## config.mk

```make
export PLATFORM = sky130hd
export DESIGN_NAME = if_fetch_unit_flat
export DESIGN_NICKNAME = d
export VERILOG_FILES = /design/src/rtl/if_pkg.sv /design/src/rtl/if_fetch_unit_if.sv /design/src/rtl/if_inst_buf.sv /design/src/rtl/if_fetch_unit.sv /design/src/flat_wrapper.sv
export SDC_FILE = /design/constraint.sdc
export NUM_CORES = 1
export LEC_CHECK = 0
export CAP_MARGIN = 20
export CORE_MARGIN = 4
export CORE_UTILIZATION = 55
export DETAILED_ROUTE_END_ITERATION = 7
export DONT_BUFFER_PORTS = 1
export PLACE_DENSITY = 0.7
export SETUP_SLACK_MARGIN = 0.5
export SLEW_MARGIN = 20
export SYNTH_ARGS = -nofsm -noshare
export SYNTH_HDL_FRONTEND = slang
export SYNTH_SLANG_ARGS = --single-unit
```

## constraint.sdc

```tcl
create_clock -name clk -period 2.49 [get_ports clk]
set_input_delay 0.6225 -clock clk [delete_from_list [all_inputs] [get_ports clk]]
set_output_delay 0.6225 -clock clk [all_outputs]
set_load 0.02 [all_outputs]
```

## src/rtl/if_pkg.sv

```systemverilog
// Shared definitions for the instruction-fetch front end: FSM state encoding,
// default boot PC and the sequential PC increment.
package if_pkg;

  typedef enum logic [1:0] {
    REQ    = 2'd0,
    WAIT   = 2'd1,
    HOLD   = 2'd2,
    CANCEL = 2'd3
  } fetch_state_e;

  localparam logic [31:0] RESET_PC_DEFAULT = 32'hBFC0_0000;
  localparam logic [31:0] PC_INCR          = 32'd4;

  function automatic logic [31:0] next_seq_pc(input logic [31:0] pc);
    return pc + PC_INCR;
  endfunction

endpackage

```

## src/rtl/if_fetch_unit_if.sv

```systemverilog
// SRAM-like instruction read port: request/address out, accept and data-return
// strobes back. The fetch unit is the master, the instruction memory the slave.
interface if_fetch_unit_if;
  logic        inst_req;
  logic [31:0] inst_addr;
  logic        inst_addr_ok;
  logic        inst_data_ok;
  logic [31:0] inst_rdata;

  modport master (
    output inst_req, inst_addr,
    input  inst_addr_ok, inst_data_ok, inst_rdata
  );

  modport slave (
    input  inst_req, inst_addr,
    output inst_addr_ok, inst_data_ok, inst_rdata
  );
endinterface

```

## src/rtl/if_inst_buf.sv

```systemverilog
// One-entry hold register for an instruction word that returned while the
// IF/ID register was stalled.
module if_inst_buf (
  input  logic        clk,
  input  logic        reset,
  input  logic        load,
  input  logic        clear,
  input  logic [31:0] din,
  output logic [31:0] dout
);

  // NOTE: this data register is reset on purpose -- its contents reach if_inst
  // combinationally, so it must never expose an unknown word.
  always_ff @(posedge clk) begin
    if (reset) begin
      dout <= '0;
    end else if (clear) begin
      dout <= '0;
    end else if (load) begin
      dout <= din;
    end
  end

endmodule

```

## src/rtl/if_fetch_unit.sv

```systemverilog
// Instruction-fetch front end: owns the fetch PC, issues reads on the
// instruction port and presents {if_pc, if_inst, if_addr_error} to IF/ID.
// Optional feature macro: IF_ADDR_ERR_EN (misaligned-PC detection and error path).
module if_fetch_unit
  import if_pkg::*;
#(
  parameter logic [31:0] RESET_PC = RESET_PC_DEFAULT
) (
  input  logic                   clk,
  input  logic                   reset,
  input  logic                   id_stall,
  input  logic                   br_valid,
  input  logic [31:0]            br_target,
  input  logic                   exc_valid,
  input  logic [31:0]            exc_target,
  if_fetch_unit_if.master        bus,
  output logic                   if_valid,
  output logic [31:0]            if_pc,
  output logic [31:0]            if_inst,
  output logic                   if_addr_error,
  output logic                   if_stall_req
);

  fetch_state_e state, state_nxt;
  logic [31:0]  pc;
  logic [31:0]  buf_q;
  logic         addr_err;
  logic         fire;
  logic         buf_load;
  logic         buf_clear;
  logic         req_c;
  logic         valid_raw;
  logic         err_raw;
  logic [31:0]  word_raw;

`ifdef IF_ADDR_ERR_EN
  assign addr_err      = (pc[1:0] != 2'b00);
  assign bus.inst_addr = pc;
`else
  assign addr_err      = 1'b0;
  assign bus.inst_addr = {pc[31:2], 2'b00};
`endif

  // ---------------- state register ----------------
  // NOTE: sequential state uses non-blocking assignments so every flop samples
  // the pre-edge values of its peers.
  always_ff @(posedge clk) begin
    if (reset) begin
      state <= REQ;
    end else begin
      state <= state_nxt;
    end
  end

  // ---------------- next-state logic ----------------
  // NOTE: every always_comb output gets a default first so no path infers a latch.
  always_comb begin
    state_nxt = state;
    unique case (state)
      REQ: begin
        if (exc_valid) begin
          // A request accepted in the redirect cycle still returns data that must be dropped.
          state_nxt = (req_c && bus.inst_addr_ok) ? CANCEL : REQ;
        end else if (!addr_err && bus.inst_addr_ok) begin
          state_nxt = WAIT;
        end
      end
      WAIT: begin
        if (exc_valid) begin
          state_nxt = bus.inst_data_ok ? REQ : CANCEL;
        end else if (bus.inst_data_ok) begin
          state_nxt = id_stall ? HOLD : REQ;
        end
      end
      HOLD: begin
        if (exc_valid || fire) state_nxt = REQ;
      end
      CANCEL: begin
        if (bus.inst_data_ok) state_nxt = REQ;
      end
      default: state_nxt = REQ;
    endcase
  end

  // ---------------- output logic ----------------
  always_comb begin
    req_c     = 1'b0;
    valid_raw = 1'b0;
    err_raw   = 1'b0;
    word_raw  = '0;
    if (!reset) begin
      unique case (state)
        REQ: begin
          if (addr_err) begin
            valid_raw = 1'b1;
            err_raw   = 1'b1;
          end else begin
            req_c = 1'b1;
          end
        end
        WAIT: begin
          if (bus.inst_data_ok) begin
            valid_raw = 1'b1;
            word_raw  = bus.inst_rdata;
          end
        end
        HOLD: begin
          valid_raw = 1'b1;
          word_raw  = buf_q;
        end
        default: ;
      endcase
    end
    if_valid      = valid_raw && !exc_valid;
    if_inst       = if_valid ? word_raw : 32'd0;
    if_addr_error = if_valid && err_raw;
  end

  assign bus.inst_req = req_c;
  assign if_pc        = pc;
  assign if_stall_req = !if_valid;
  assign fire         = if_valid && !id_stall && !exc_valid;

  // ---------------- fetch PC ----------------
  // The fired instruction is the delay slot, so a pending branch lands after it.
  always_ff @(posedge clk) begin
    if (reset) begin
      pc <= RESET_PC;
    end else if (exc_valid) begin
      pc <= exc_target;
    end else if (fire) begin
      pc <= br_valid ? br_target : next_seq_pc(pc);
    end
  end

  // ---------------- hold buffer ----------------
  assign buf_load  = (state == WAIT) && bus.inst_data_ok && id_stall && !exc_valid;
  assign buf_clear = fire || exc_valid;

  if_inst_buf u_inst_buf (
    .clk   (clk),
    .reset (reset),
    .load  (buf_load),
    .clear (buf_clear),
    .din   (bus.inst_rdata),
    .dout  (buf_q)
  );

endmodule

```

## src/flat_wrapper.sv

```systemverilog
// flat-port wrapper written by rule: the top's interface ports become plain ports
module if_fetch_unit_flat import if_pkg::*;
#(
  parameter logic [31:0] RESET_PC = RESET_PC_DEFAULT
)
  (clk, reset, id_stall, br_valid, br_target, exc_valid, exc_target, if_valid, if_pc, if_inst, if_addr_error, if_stall_req, bus_inst_req, bus_inst_addr, bus_inst_addr_ok, bus_inst_data_ok, bus_inst_rdata);
  if_fetch_unit_if bus_i ();
  input  logic clk;
  input  logic reset;
  input  logic id_stall;
  input  logic br_valid;
  input  logic [31:0] br_target;
  input  logic exc_valid;
  input  logic [31:0] exc_target;
  output logic if_valid;
  output logic [31:0] if_pc;
  output logic [31:0] if_inst;
  output logic if_addr_error;
  output logic if_stall_req;
  output wire logic [$bits(bus_i.inst_req)-1:0] bus_inst_req;
  output wire logic [$bits(bus_i.inst_addr)-1:0] bus_inst_addr;
  input wire logic [$bits(bus_i.inst_addr_ok)-1:0] bus_inst_addr_ok;
  input wire logic [$bits(bus_i.inst_data_ok)-1:0] bus_inst_data_ok;
  input wire logic [$bits(bus_i.inst_rdata)-1:0] bus_inst_rdata;
  assign bus_inst_req = bus_i.inst_req;
  assign bus_inst_addr = bus_i.inst_addr;
  assign bus_i.inst_addr_ok = bus_inst_addr_ok;
  assign bus_i.inst_data_ok = bus_inst_data_ok;
  assign bus_i.inst_rdata = bus_inst_rdata;
  if_fetch_unit #(.RESET_PC(RESET_PC)) u_core (.clk(clk), .reset(reset), .id_stall(id_stall), .br_valid(br_valid), .br_target(br_target), .exc_valid(exc_valid), .exc_target(exc_target), .bus(bus_i), .if_valid(if_valid), .if_pc(if_pc), .if_inst(if_inst), .if_addr_error(if_addr_error), .if_stall_req(if_stall_req));
endmodule
```

* Word-level counts from Yosys, hierarchy flattened
Index checks and enable logic that the tools add are counted.
** Storage, ports and cells
- Bits in latches :: 0
- Logic and storage cells :: 48
- Output and inout port bits :: 100
- Flip-flop bits (word level) :: 66
- Bits in read-only memories :: 0
- Bits in writable memories :: 0
- Bits of input ports :: 103
- Memories :: 0
** Cells by class
- Equality and inequality tests :: 7
- Muxes and demuxes :: 22
- $mul :: 0
- $add $sub $neg :: 1
- Divide/modulo/power cells :: 0
- Reductions and logical operators :: 15
- Order comparisons :: 0
- Bitwise logic cells :: 0
- Shift-type cells :: 0
** Operators by type and width (number)
- 32-bit two-way mux :: 6
- 32-bit one-hot mux with 2 select lines :: 1
- 32-bit by 3-bit adder with 32-bit output, second input constant :: 1
- 2-bit two-way mux :: 9
- 2-bit one-hot mux with 4 select lines :: 1
- 1-bit logical AND :: 7
- 3-bit inequality test, second input constant :: 2
- 2-bit equality test, second input constant :: 2
- 1-bit two-way mux :: 4
- 4-bit AND reduction :: 1
- 1-bit zero test :: 3
- 2-bit by 1-bit equality test with 1-bit output, second input constant :: 1
- 2-bit zero test :: 1
- 2-bit by 1-bit inequality test with 1-bit output, second input constant :: 1
- 2-bit inequality test, second input constant :: 1
- 1-bit one-hot mux with 2 select lines :: 1
- 2-bit nonzero test :: 1
- 2-bit OR reduction :: 1
- 1-bit logical OR :: 1

* Depth between registers and ports, before layout
- Depth in word-level cells :: 9
- Gate-level depth with buffers :: 9
- Depth with buffers taken out :: 7

* By module
A second synthesis with hierarchy kept.
** Unflattened totals
- Cells, all modules :: 559
- Area total of the unflattened synthesis :: 4395.5 µm²
** Modules (own cells, without submodules)
- if_fetch_unit :: times used 1, area an instance 3239.4 µm², cells an instance 454, sequential area each 680.7 µm²
- if_inst_buf :: times used 1, area an instance 1156.1 µm², cells an instance 105, sequential area each 640.6 µm²

* Worst setup path before layout
Ideal clock, no wire load.
- Path kind :: reg2out
- From :: reg u_core.state[0]
- To :: out if_inst[23]
- Setup slack :: 60 ps
- Arrival time :: 1808 ps
- Stages on the path, launching flop included :: 8
- Data required time :: 1867 ps
- Path buffers :: 2
- Cells stage by stage :: dfxtp_1 > inv_1 > ha_1 > clkbuf_1 > a21o_1 > nand3_1 > clkbuf_1 > nor2_1
** Between the ends
- Longest elaborated chain between the ends :: 5
- Elaborated cells on any way between the ends :: 8
- Those cells by class :: eq/ne: 2; mux: 5; reduce/logical: 1
** Ends and longest elaborated chain
- start, declared :: RTL line if_fetch_unit.sv:24 : fetch_state_e state, state_nxt;
- start signal, assigned :: RTL line if_fetch_unit.sv:51 : state <= state_nxt;
- 2-bit equality test / 2-bit by 1-bit equality test with 1-bit output (equally long branches) :: RTL line if_fetch_unit.sv:92 : unique case (state)
- 1-bit one-hot mux with 2 select lines :: RTL line if_fetch_unit.sv:92
- 1-bit two-way mux :: RTL line if_fetch_unit.sv:91 : if (!reset) begin
- 1-bit logical AND :: RTL line if_fetch_unit.sv:114 : if_valid = valid_raw && !exc_valid;
- 32-bit two-way mux (*) :: RTL line if_fetch_unit.sv:115 : if_inst = if_valid ? word_raw : 32'd0;
- end, declared :: RTL line flat_wrapper.sv:17 : output logic [31:0] if_inst;
Mark *: on every way between the ends. The rest lies on a longest branch, timed or not.

* Final worst setup path
- From :: reg u_core.state[1]
- To :: out if_inst[20]
Same word-level chain as after synthesis.

==> out/qor.yml <==
place.port_buffers: 0
initial_core_util_pct: 56.2
cts.hold.buffers_added: 0
worstPathCellList: "inv_4 > ha_4 > a21o_4 > nand3_4 > buf_6 > buf_16 > nor2_4 > buf_6"
post-dp-hpwl_um: 10000
final_cell_mix: "sky130_fd_sc_hd__nand2_1, sky130_fd_sc_hd__a21oi_1, sky130_fd_sc_hd__dfxtp_1"
finalClockSkew_ps: 13.4
filler_cell_count: 538
synth_top_cell_area_share_pct: 30.6
unrepaired_setup_endpoints_after_global_routing: "yes"
achievable-frequency_ghz: 0.415
synthToLayoutAreaGrowth_pct: 36.1
synth.yosys.seq_area_share_pct: 30.6
netlist-cell-type-count: 66
die_h_um: 96.7
clock_tree_from_tritoncts: "done"
design_area_um2: 5880
peakVddDrop_uv: 323
floorplan.io_pins: 203
dieArea_um2: 9340
clock_power_share_pct: 31.2
post-synth-top-area-cell: "sky130_fd_sc_hd__dfxtp_1"
design.core.area_um2: 7690
ctsHtreeMaxLevel: 3
p_total_w: 0.00303
total_setup_violations_reported_at_the_end_of_the_flow: 0
worst_path_most_repeated_cell: "sky130_fd_sc_hd__buf_6"
power_report.internal_total_w: 0.00197
fp.dieW_um: 96.7
start_kind: "flop"
critical_path.max_stage_delay_ps: 390
comb_power_share_pct: 29.8
routedWlPerCell_um: 20.2
grt_overflow_total: 0
place_congestion: 0.909
ys_top_cells_by_area: "sky130_fd_sc_hd__dfxtp_1, sky130_fd_sc_hd__nand2_1, sky130_fd_sc_hd__a21oi_1, sky130_fd_sc_hd__a22oi_1, sky130_fd_sc_hd__buf_4"
post_dp_cell_area_um2: 4960
grt_pass1_vias: 4753
number_of_rows_in_the_core_area: 32
routed_wire_length_um: 15000
min-delay-path-class: "input port to flop"
criticalPathCategory: "flop to output port"
routed-via-count: 4815
drc: 0
post_route_cells_drive_above_1_share_pct: 36.4
yosys_reg_bits: 66
period_share_pct: 96.7
run_status: "complete, no violations"
synth_warnings: 0
clk_path_buf_depth: 2
switching_power_w: 0.00106
synth_ff_type: "sky130_fd_sc_hd__dfxtp_1"
cts.sinks: 66
cts_made_buffers: 9
finalHoldViolations: 0
timing.critical_path.to_type: "output port"
cts.root.buffer_cell: "sky130_fd_sc_hd__clkbuf_8"
grt_antenna_before_repair: 0
total_leakage_power_nw: 1.95
finalCriticalPeriod_ps: 2410
netlist_instances: 596
maximum_number_of_pins_on_one_net_before_global_route_repair: 39
global_route.usage.total_pct: 30.2
max_cap_viol_count: 0
clkTransAtPathRegs_ps: 80
clock_insertion_delay_worst_skew_ps: 350
cpMaxStageDelayCell: "sky130_fd_sc_hd__dfxtp_4"
antenna_cells: 0
ant_nets: 0
cp.arrival_ps: 1780
layout.cells.most_common: "sky130_fd_sc_hd__nand2_1"
finish.net_count: 743
report.final.slew_viol_count: 0
detailedRoute.firstIterationViolations: 229
ys_async_sr_fraction_pct: 0
drt_pass1_iterations: 5
p_sw_share_pct: 35.1
synthesis.area_per_instance_um2: 7.25
mappedNetlistArea_um2: 4320
totalNegativeSetupSlack_ps: 0
maximum_fanout_along_the_worst_path: 6
synth_enable_flop_cells: 0
power.density_nw_per_um2: 515
timing.critical_path.required_ps: 1870
detail_route.vias_per_cell: 6.49
grt_first_pass_wirelength_um: 23700
seq_power_share_pct: 39.0
==> logic make-up (layout without fill, tap and decap cells) <==
| logic type | count (synthesis) | in the layout | synth area share (%) |
|---|---|---|---|
| compound gates | 201 | 201 | 30.7 |
| fa+ha+maj | 5 | 5 | 1.45 |
| buf+inv | 87 | 129 | 11.2 |
| flops | 66 | 66 | 30.6 |
| mux | 3 | 3 | 0.695 |
| other cells | 1 | 3 | 0.0867 |
| simple gates | 233 | 233 | 25.3 |
==> metrics by stage <==
stage | std cells | hold WS, ps | setup slack (ps) | utilization, %
floorplan | 598 | 437 | 431 | -
global placement | 702 | 442 | 207 | 64.6
detailed placement | 702 | 449 | 108 | 64.6
CTS | 736 | 318 | 87.0 | 74.8
global route | 742 | 317 | 26.4 | 76.5
finish | 742 | 324 | 82.9 | 76.5
==> final timing paths <==
check	to	slack, ps	from	cells after the start
worst min register to register	u_core.u_inst_buf.dout[10]	470	u_core.u_inst_buf.dout[10]	2
worst min-delay path	u_core.state[0]	320	reset	1
worst max-delay path	if_inst[20]	80	u_core.state[1]	8
worst max register to register	u_core.if_pc[23]	440	u_core.state[0]	9
==> power groups by stage <==
stage	clock network [W]	registers, W	logic (W)
after floorplan	0	0.00123	0.000579
after global routing	0.00100	0.00119	0.000967
final	0.000945	0.00118	0.000903
after detailed placement	0	0.00119	0.000704
after CTS	0.000948	0.00118	0.000849
after global placement	0	0.00119	0.000686
==> cells in the mapped netlist (all sizes together), types with 4 or more instances <==
master / n
ha: 5
a31oi: 7
dfxtp: 66
o22a: 4
nor2b: 4
a211oi: 5
inv: 11
o21a: 4
a221oi: 4
clkbuf: 35
o21ai: 25
buf: 40
nand3: 13
nand2: 103
o31a: 5
nor3: 15
nand4: 8
and4: 5
o221a: 4
nor4: 5
a21oi: 70
and3: 7
nor2: 61
a22oi: 41
==> per-layer routing <==
layer / share of wire, % / track usage, % / routed length (µm)
met4: 2.6 / 12.4 / 391
met2: 51 / 52.5 / 7650
met1: 37 / 34.7 / 5530
met3: 9.4 / 8.29 / 1410
met5: 0 / 0 / 0
==> cell type report <==
class / instances / area, µm² / area share, %
clock inverters: 6 / 65.1 / 1.11
inverters: 12 / 53.8 / 0.914
well taps: 102 / 128 / 2.17
clock buffers: 10 / 138 / 2.34
multi-input cells: 445 / 3110 / 52.9
flip-flops and latches: 66 / 1330 / 22.6
repair buffers: 101 / 1050 / 17.9
==> flip-flops by register name (all words and copies together) (netlist names) <==
signal                  cells
u_core.state                2
u_core.if_pc               32
u_core.u_inst_buf.dout     32
==> worst max-delay path: cells and delay by family, from the launching register on <==
family / cells / cell delay [ps]
flops: 1 / 390
compound gates: 1 / 210
fa+ha+maj: 1 / 170
simple gates: 2 / 190
buf+inv: 4 / 470
==> what timing repair did <==
action,4_1_cts,5_1_grt
pin swaps,22,6
setup endpoints to repair,94,90
cloned,3,2
setup buffers,15,4
resized for setup,95,20
(Power assumes the default switching activity.)
